**src/rtl/io_pkg.sv**
```systemverilog
// Shared encodings for the row DMA: FSM states, Wishbone cycle tags and
// transfer direction constants.
package io_pkg;

    typedef enum logic [2:0] {
        IDLE,
        REQ,
        MEM_RD,
        MEM_LAT,
        BUS,
        MEM_WR,
        FINISH
    } io_state_t;

    localparam logic [1:0] WB_SIMPLE_READ_CYCLE  = 2'd0;
    localparam logic [1:0] WB_SIMPLE_WRITE_CYCLE = 2'd1;

    localparam logic DIR_BUS_TO_MEM = 1'b0;
    localparam logic DIR_MEM_TO_BUS = 1'b1;

endpackage

```
**src/rtl/io_row_buffer.sv**
```systemverilog
// One memory row of ELEMENTS lanes. Lane 0 is the most significant slice,
// matching the data-memory row layout.
module io_row_buffer #(
    parameter int WIDTH    = 32,
    parameter int ELEMENTS = 3,
    parameter int LANE_W   = 2
) (
    input  logic                      clk,
    input  logic                      rst_n,
    input  logic                      load,
    input  logic [ELEMENTS*WIDTH-1:0] row_in,
    input  logic                      lane_we,
    input  logic [LANE_W-1:0]         lane_sel,
    input  logic [WIDTH-1:0]          lane_in,
    output logic [ELEMENTS*WIDTH-1:0] row_out,
    output logic [WIDTH-1:0]          lane_out
);

    logic [ELEMENTS-1:0][WIDTH-1:0] row;
    logic [LANE_W-1:0]              idx;

    // Lane k lives at packed index ELEMENTS-1-k so that lane 0 is the MS slice.
    assign idx = LANE_W'(ELEMENTS - 1) - lane_sel;

    always_ff @(posedge clk) begin
        if (!rst_n) begin
            row <= '0;
        end else if (load) begin
            row <= row_in;
        end else if (lane_we) begin
            row[idx] <= lane_in;
        end
    end

    assign row_out  = row;
    assign lane_out = row[idx];

endmodule

```
**src/rtl/io_row_dma.sv**
```systemverilog
// Single-channel DMA moving blocks of data-memory rows to/from a Wishbone bus,
// one lane per classic handshake, with optional bus-stall timeout.
module io_row_dma
    import io_pkg::*;
#(
    parameter int WIDTH              = 32,
    parameter int ELEMENTS           = 3,
    parameter int DATA_ADDRESS_WIDTH = 16,
    parameter int LEN_WIDTH          = 8,
    parameter int ADDR_STRIDE        = 1,
    parameter int TIMEOUT            = 255
) (
    input  logic                          Clock,
    input  logic                          Reset,
    input  logic                          iStart,
    input  logic                          iDir,
    input  logic [WIDTH-1:0]              iBusAddr,
    input  logic [DATA_ADDRESS_WIDTH-1:0] iMemAddr,
    input  logic [LEN_WIDTH-1:0]          iRowCount,
    output logic                          oBusy,
    output logic                          oDone,
    output logic                          oError,
    output logic [DATA_ADDRESS_WIDTH-1:0] oDataReadAddress,
    input  logic [ELEMENTS*WIDTH-1:0]     iReadDataBus,
    output logic [DATA_ADDRESS_WIDTH-1:0] oDataWriteAddress,
    output logic [ELEMENTS*WIDTH-1:0]     oDataBus,
    output logic                          oDataWriteEnable,
    output logic [WIDTH-1:0]              ADR_O,
    output logic [WIDTH-1:0]              DAT_O,
    input  logic [WIDTH-1:0]              DAT_I,
    output logic                          WE_O,
    output logic                          STB_O,
    output logic                          CYC_O,
    input  logic                          ACK_I,
    input  logic                          GNT_I,
    output logic [1:0]                    TGC_O
);

    localparam int LANE_W = (ELEMENTS > 1) ? $clog2(ELEMENTS) : 1;
    localparam int TW     = (TIMEOUT > 1) ? $clog2(TIMEOUT + 1) : 1;
    localparam logic [LANE_W-1:0] LANE_LAST = LANE_W'(ELEMENTS - 1);
    localparam logic [TW-1:0]     TMO_LAST  = TW'((TIMEOUT > 0) ? TIMEOUT - 1 : 0);

    io_state_t state, nstate;

    logic                          dir;
    logic [WIDTH-1:0]              bus_addr;
    logic [DATA_ADDRESS_WIDTH-1:0] mem_row;
    logic [LEN_WIDTH-1:0]          remaining;
    logic [LANE_W-1:0]             lane;
    logic                          gap;
    logic                          row_end;
    logic                          error;
    logic [TW-1:0]                 tcnt;

    logic start_acc, stb, cyc, wen, done;
    logic ack_take, stall, tmo, row_done, load_row;
    logic last_row;

    logic [WIDTH-1:0]          lane_out;
    logic [ELEMENTS*WIDTH-1:0] row_out;

    assign last_row = (remaining == LEN_WIDTH'(1));

    // BUS alternates strobe and idle (gap) cycles; the row-level decision is
    // taken in the gap following the last lane's ACK.
    always_comb begin
        nstate    = state;
        start_acc = 1'b0;
        stb       = 1'b0;
        cyc       = 1'b0;
        wen       = 1'b0;
        done      = 1'b0;
        ack_take  = 1'b0;
        stall     = 1'b0;
        tmo       = 1'b0;
        row_done  = 1'b0;
        load_row  = 1'b0;
        unique case (state)
            IDLE: begin
                if (iStart) begin
                    start_acc = 1'b1;
                    nstate    = (iRowCount == '0) ? FINISH : REQ;
                end
            end
            REQ: begin
                cyc = 1'b1;
                if (GNT_I) nstate = (dir == DIR_MEM_TO_BUS) ? MEM_RD : BUS;
            end
            MEM_RD: begin
                cyc    = 1'b1;
                nstate = MEM_LAT;
            end
            MEM_LAT: begin
                cyc      = 1'b1;
                load_row = 1'b1;
                nstate   = BUS;
            end
            BUS: begin
                cyc = 1'b1;
                if (gap) begin
                    if (row_end) begin
                        if (dir == DIR_BUS_TO_MEM) begin
                            nstate = MEM_WR;
                        end else begin
                            row_done = 1'b1;
                            nstate   = last_row ? FINISH : MEM_RD;
                        end
                    end
                end else begin
                    stb = 1'b1;
                    if (ACK_I) begin
                        ack_take = 1'b1;
                    end else if (TIMEOUT != 0 && tcnt == TMO_LAST) begin
                        tmo    = 1'b1;
                        nstate = FINISH;
                    end else begin
                        stall = 1'b1;
                    end
                end
            end
            MEM_WR: begin
                cyc      = 1'b1;
                wen      = 1'b1;
                row_done = 1'b1;
                nstate   = last_row ? FINISH : BUS;
            end
            FINISH: begin
                done   = 1'b1;
                nstate = IDLE;
            end
            default: nstate = IDLE;
        endcase
    end

    always_ff @(posedge Clock) begin
        if (!Reset) begin
            state     <= IDLE;
            dir       <= 1'b0;
            bus_addr  <= '0;
            mem_row   <= '0;
            remaining <= '0;
            lane      <= '0;
            gap       <= 1'b0;
            row_end   <= 1'b0;
            tcnt      <= '0;
            error     <= 1'b0;
        end else begin
            state <= nstate;
            if (start_acc) begin
                dir       <= iDir;
                bus_addr  <= iBusAddr;
                mem_row   <= iMemAddr;
                remaining <= iRowCount;
                lane      <= '0;
                gap       <= 1'b0;
                row_end   <= 1'b0;
                tcnt      <= '0;
                error     <= 1'b0;
            end
            if (ack_take) begin
                bus_addr <= bus_addr + WIDTH'(ADDR_STRIDE);
                tcnt     <= '0;
                gap      <= 1'b1;
                row_end  <= (lane == LANE_LAST);
                lane     <= (lane == LANE_LAST) ? '0 : lane + 1'b1;
            end
            if (stall && TIMEOUT != 0) tcnt <= tcnt + 1'b1;
            if (tmo) begin
                tcnt  <= '0;
                error <= 1'b1;
            end
            if (state == BUS && gap) begin
                gap     <= 1'b0;
                row_end <= 1'b0;
            end
            if (row_done) begin
                mem_row   <= mem_row + 1'b1;
                remaining <= remaining - 1'b1;
            end
        end
    end

    io_row_buffer #(
        .WIDTH    (WIDTH),
        .ELEMENTS (ELEMENTS),
        .LANE_W   (LANE_W)
    ) u_buf (
        .clk      (Clock),
        .rst_n    (Reset),
        .load     (load_row),
        .row_in   (iReadDataBus),
        .lane_we  (ack_take && dir == DIR_BUS_TO_MEM),
        .lane_sel (lane),
        .lane_in  (DAT_I),
        .row_out  (row_out),
        .lane_out (lane_out)
    );

    assign oBusy             = (state != IDLE);
    assign oDone             = done;
    assign oError            = error;
    assign oDataReadAddress  = mem_row;
    assign oDataWriteAddress = mem_row;
    assign oDataBus          = row_out;
    assign oDataWriteEnable  = wen;
    assign ADR_O             = stb ? bus_addr : '0;
    assign DAT_O             = (stb && dir == DIR_MEM_TO_BUS) ? lane_out : '0;
    assign WE_O              = dir;
    assign STB_O             = stb;
    assign CYC_O             = cyc;
    assign TGC_O             = (dir == DIR_MEM_TO_BUS) ? WB_SIMPLE_WRITE_CYCLE : WB_SIMPLE_READ_CYCLE;

endmodule

```
**config.mk**
```make
export PLATFORM = sky130hd
export DESIGN_NAME = io_row_dma
export DESIGN_NICKNAME = d
export VERILOG_FILES = /design/src/rtl/io_pkg.sv /design/src/rtl/io_row_buffer.sv /design/src/rtl/io_row_dma.sv
export SDC_FILE = /design/constraint.sdc
export NUM_CORES = 1
export LEC_CHECK = 0
export CAP_MARGIN = 20
export CORE_ASPECT_RATIO = 2
export CORE_MARGIN = 4
export CORE_UTILIZATION = 40
export CTS_CLUSTER_DIAMETER = 50
export DETAILED_ROUTE_END_ITERATION = 8
export GPL_TIMING_DRIVEN = 0
export PLACE_DENSITY_LB_ADDON = 0.2
export SYNTH_ARGS = -nofsm -noshare
export SYNTH_HDL_FRONTEND = slang
export SYNTH_SLANG_ARGS = --single-unit
```
**constraint.sdc**
```tcl
create_clock -name Clock -period 2.9 [get_ports Clock]
set_clock_uncertainty 0.1 [all_clocks]
set_input_delay 0.29 -clock Clock [delete_from_list [all_inputs] [get_ports Clock]]
set_output_delay 0.29 -clock Clock [all_outputs]
set_load 0.02 [all_outputs]
```
==> run summary <==
status - finished clean
Post-Layout Cell Count - 2092
most frequent cells in the layout - clkdlybuf4s50_1, nor2_1, nand2_1
DRT Wirelength - 47900 microns
Post-synth ARST share - 0%
FF+latch area - 0.00339 sq mm
first-pass GRT wire length - 70600 microns
CTS Buf Count - 17
PD cells - 645 mW/mm^2
largest net degree at the start of global routing - 20
Multi-input gate area - 0.00591 sq mm
Worst Hold Margin - 287 ps
Leak - 5.07 nW
CP required - 2510 ps
met3 wire len - 3290 microns
crit-path cells - buf_6, or4b_4, inv_8, buf_8, clkbuf_4, and2_1, clkdlybuf4s15_1
die height - 231 microns
total power - 9.74 mW
DIE AREA - 0.0277 sq mm
Mapped Area - 0.00996 sq mm
clk sinks - 169
Highest Signal Layer - met4
Die Wd - 120 microns
Hold Path Stages - 3
Levels on crit path - 7
GP Congestion - 0.966
Cell variety after synth - 72
final setup margin - 11.5 ps
WL/cell - 22.9 microns
Max Slew Vio Count - 0
initial antenna violation count - 1
Slew headroom - 45.8%
CTS clk-pin slew, worst paths - 70 ps
Core Area - 0.0245 sq mm
total negative slack - 0 ps
Buf/Inv on CP - 5
Final Setup Violations - 0
Routed met2 length - 25500 microns
Achievable Freq - 346 MHz
via count - 12500
Starting Density - 40.6%
DRC viols - 0
Comb pwr share - 41.8%
# rows - 81
CTS tree - yes
Max FO, Critical Path - 10
synthesis-to-finish area growth - 51.4%
placed insts - 2053
fin util - 61.5%
Place WS - -1260 ps
Synth Warn # - 0
synthesized flop and latch total - 169
Hold-fix buffers, CTS - 0
via/cell ratio - 5.99
switching share of power - 39.6%
r2r worst-path depth - 9
CP Launch Type - register
Iteration-0 DRC Markers - 1002
# Max-Cap Violations - 0
Arrival @ worst endpoint - 2500 ps
grt total ovfl - 0
Final Hold Fails - 0
ratio of cells with drive above 1 in the final layout - 8.07%
# port buffers - 387
Critical Setup Path Class - register to primary output
Max stage delay on crit path - 540 ps
sequential power share - 32.0%
Total GRT Usage - 32.9%
commonest non-fill, non-tap cell in the layout - clkdlybuf4s50_1
remaining antenna violation count after routing - 0
Post-Route M1 WL - 15500 microns
fin crit share - 99.6%
prevailing post-synth register cell - dfxtp_1
peak supply drop - 403 uV
Worst Max-Slew Pin Slew - 805 ps
FILL cells - 2285
placed cell area - 0.0143 sq mm
Worst-Skew Late Latency - 450 ps
Syn Inst Count - 1334
syn_area_per_cell - 7.47 sq um
number of global-route vias before repair - 12400
Final Critical Period - 2890 ps
largest delay contributor family on the critical path - buffers and inverters
post-synthesis sequential area ratio - 34.0%
IO Count - 391
htree depth - 4
DR pass1 iterations - 7
final instance area - 0.0151 sq mm
syn_nets - 1536
number of enable flip-flop cells after synthesis - 0
post-layout net count - 1948
slowest CP cell - or4b_4
crit end category - primary output
Max Buffers Root-to-Sink - 2
DP Wirelength - 37000 microns
Clk pwr share - 26.2%
Int Power - 5.89 mW
Psw - 3.85 mW
worst min-delay path category - input pin to register
CTS root buf - clkbuf_16
[worst paths after layout]
kind | endpoint | startpoint | slack, ps
max | ADR_O[1] | state[1] | 10
min | oDataReadAddress[4] | iMemAddr[4] | 290
max reg2reg | u_buf.row_out[83] | lane[0] | 160
min reg2reg | oError | oError | 410
[synth_stat cells (4+ instances only)]
| cell | number | area, sq um |
|---|---|---|
| or3_1 | 12 | 75.1 |
| buf_2 | 13 | 65.1 |
| ha_1 | 12 | 150 |
| nand4_1 | 19 | 119 |
| o311ai_0 | 5 | 43.8 |
| nand2_1 | 172 | 646 |
| nor4_1 | 13 | 81.3 |
| buf_4 | 18 | 135 |
| a22oi_1 | 8 | 60.1 |
| clkbuf_1 | 94 | 353 |
| o21ai_0 | 14 | 70.1 |
| dfxtp_1 | 169 | 3380 |
| o211ai_1 | 12 | 90.1 |
| nor3_1 | 16 | 80.1 |
| a21oi_1 | 60 | 300 |
| mux2i_1 | 33 | 330 |
| o311a_1 | 5 | 50.1 |
| nor3b_1 | 4 | 30.0 |
| and2_1 | 35 | 219 |
| nand3_1 | 132 | 661 |
| a311oi_1 | 99 | 867 |
| nand2b_1 | 8 | 50.1 |
| buf_1 | 17 | 63.8 |
| o31ai_1 | 7 | 52.6 |
| a31oi_1 | 30 | 188 |
| inv_1 | 21 | 78.8 |
| a2bb2oi_1 | 5 | 43.8 |
| xnor2_1 | 4 | 35.0 |
| a211oi_1 | 6 | 45.0 |
| or4_1 | 23 | 173 |
| o21a_1 | 4 | 30.0 |
| nor2_1 | 182 | 683 |
| o31a_1 | 5 | 43.8 |
| and3_1 | 10 | 62.6 |
[power by group through the flow]
stage / sequential, mW / combinational [mW] / clock (mW)
5_1_grt: 3.17 / 4.33 / 2.64
3_3_place_gp: 3.13 / 3.87 / 0
2_1_floorplan: 3.27 / 2.03 / 0
3_5_place_dp: 3.14 / 3.92 / 0
6_report: 3.12 / 4.07 / 2.55
4_1_cts: 3.09 / 3.98 / 2.55
[registers in the layout (all words and copies together) (netlist names)]
name	count
WE_O	1
bus_addr	32
gap	1
lane	2
oDataReadAddress	16
oError	1
remaining	8
row_end	1
state	3
tcnt	8
u_buf.row_out	96
[cells by family (layout without fill, tap and decap cells)]
logic type	after synthesis	after routing	share of synthesized area (%)
buf+inv	166	591	7.25
other cells	1	2	0.0376
fa+ha+maj	12	12	1.51
flops	169	169	34.0
simple gates	643	643	30.4
compound gates	301	301	22.6
mux	36	36	3.65
xor+xnor	6	6	0.527
[timing repair]
item | in CTS | in global routing
buffers inserted | 1 | 3
gates resized for setup | 188 | 28
endpoints found under the setup margin | 100 | 58
cloned | 1 | 3
[layout make-up]
type / instances / share of cell area (%)
Multi-Input combinational cell: 999 / 39.1
Buffer: 142 / 5.25
Clock inverter: 13 / 1.26
Clock buffer: 19 / 3.00
Inverter: 22 / 0.622
Antenna cell: 1 / 0.0166
Sequential cell: 169 / 22.5
Timing Repair Buffer: 395 / 25.5
Tap cell: 332 / 2.75
[worst reg2reg max path, delay by kind of cell (launching register included)]
kind / cells / cell delay, ps
adder cells (fa/ha/maj): 1 / 140
AO/OA/AOI/OAI: 2 / 430
buffers and inverters: 6 / 1560
flip-flops: 1 / 370
[metal layers]
metal  track usage, %  vias up
met4             23.7        0
met1             30.5     5913
met2             62.1      688
met3             7.01      210
met5                0        -
li1                 -     5718
Note: power is estimated with default switching activity, not from simulation.
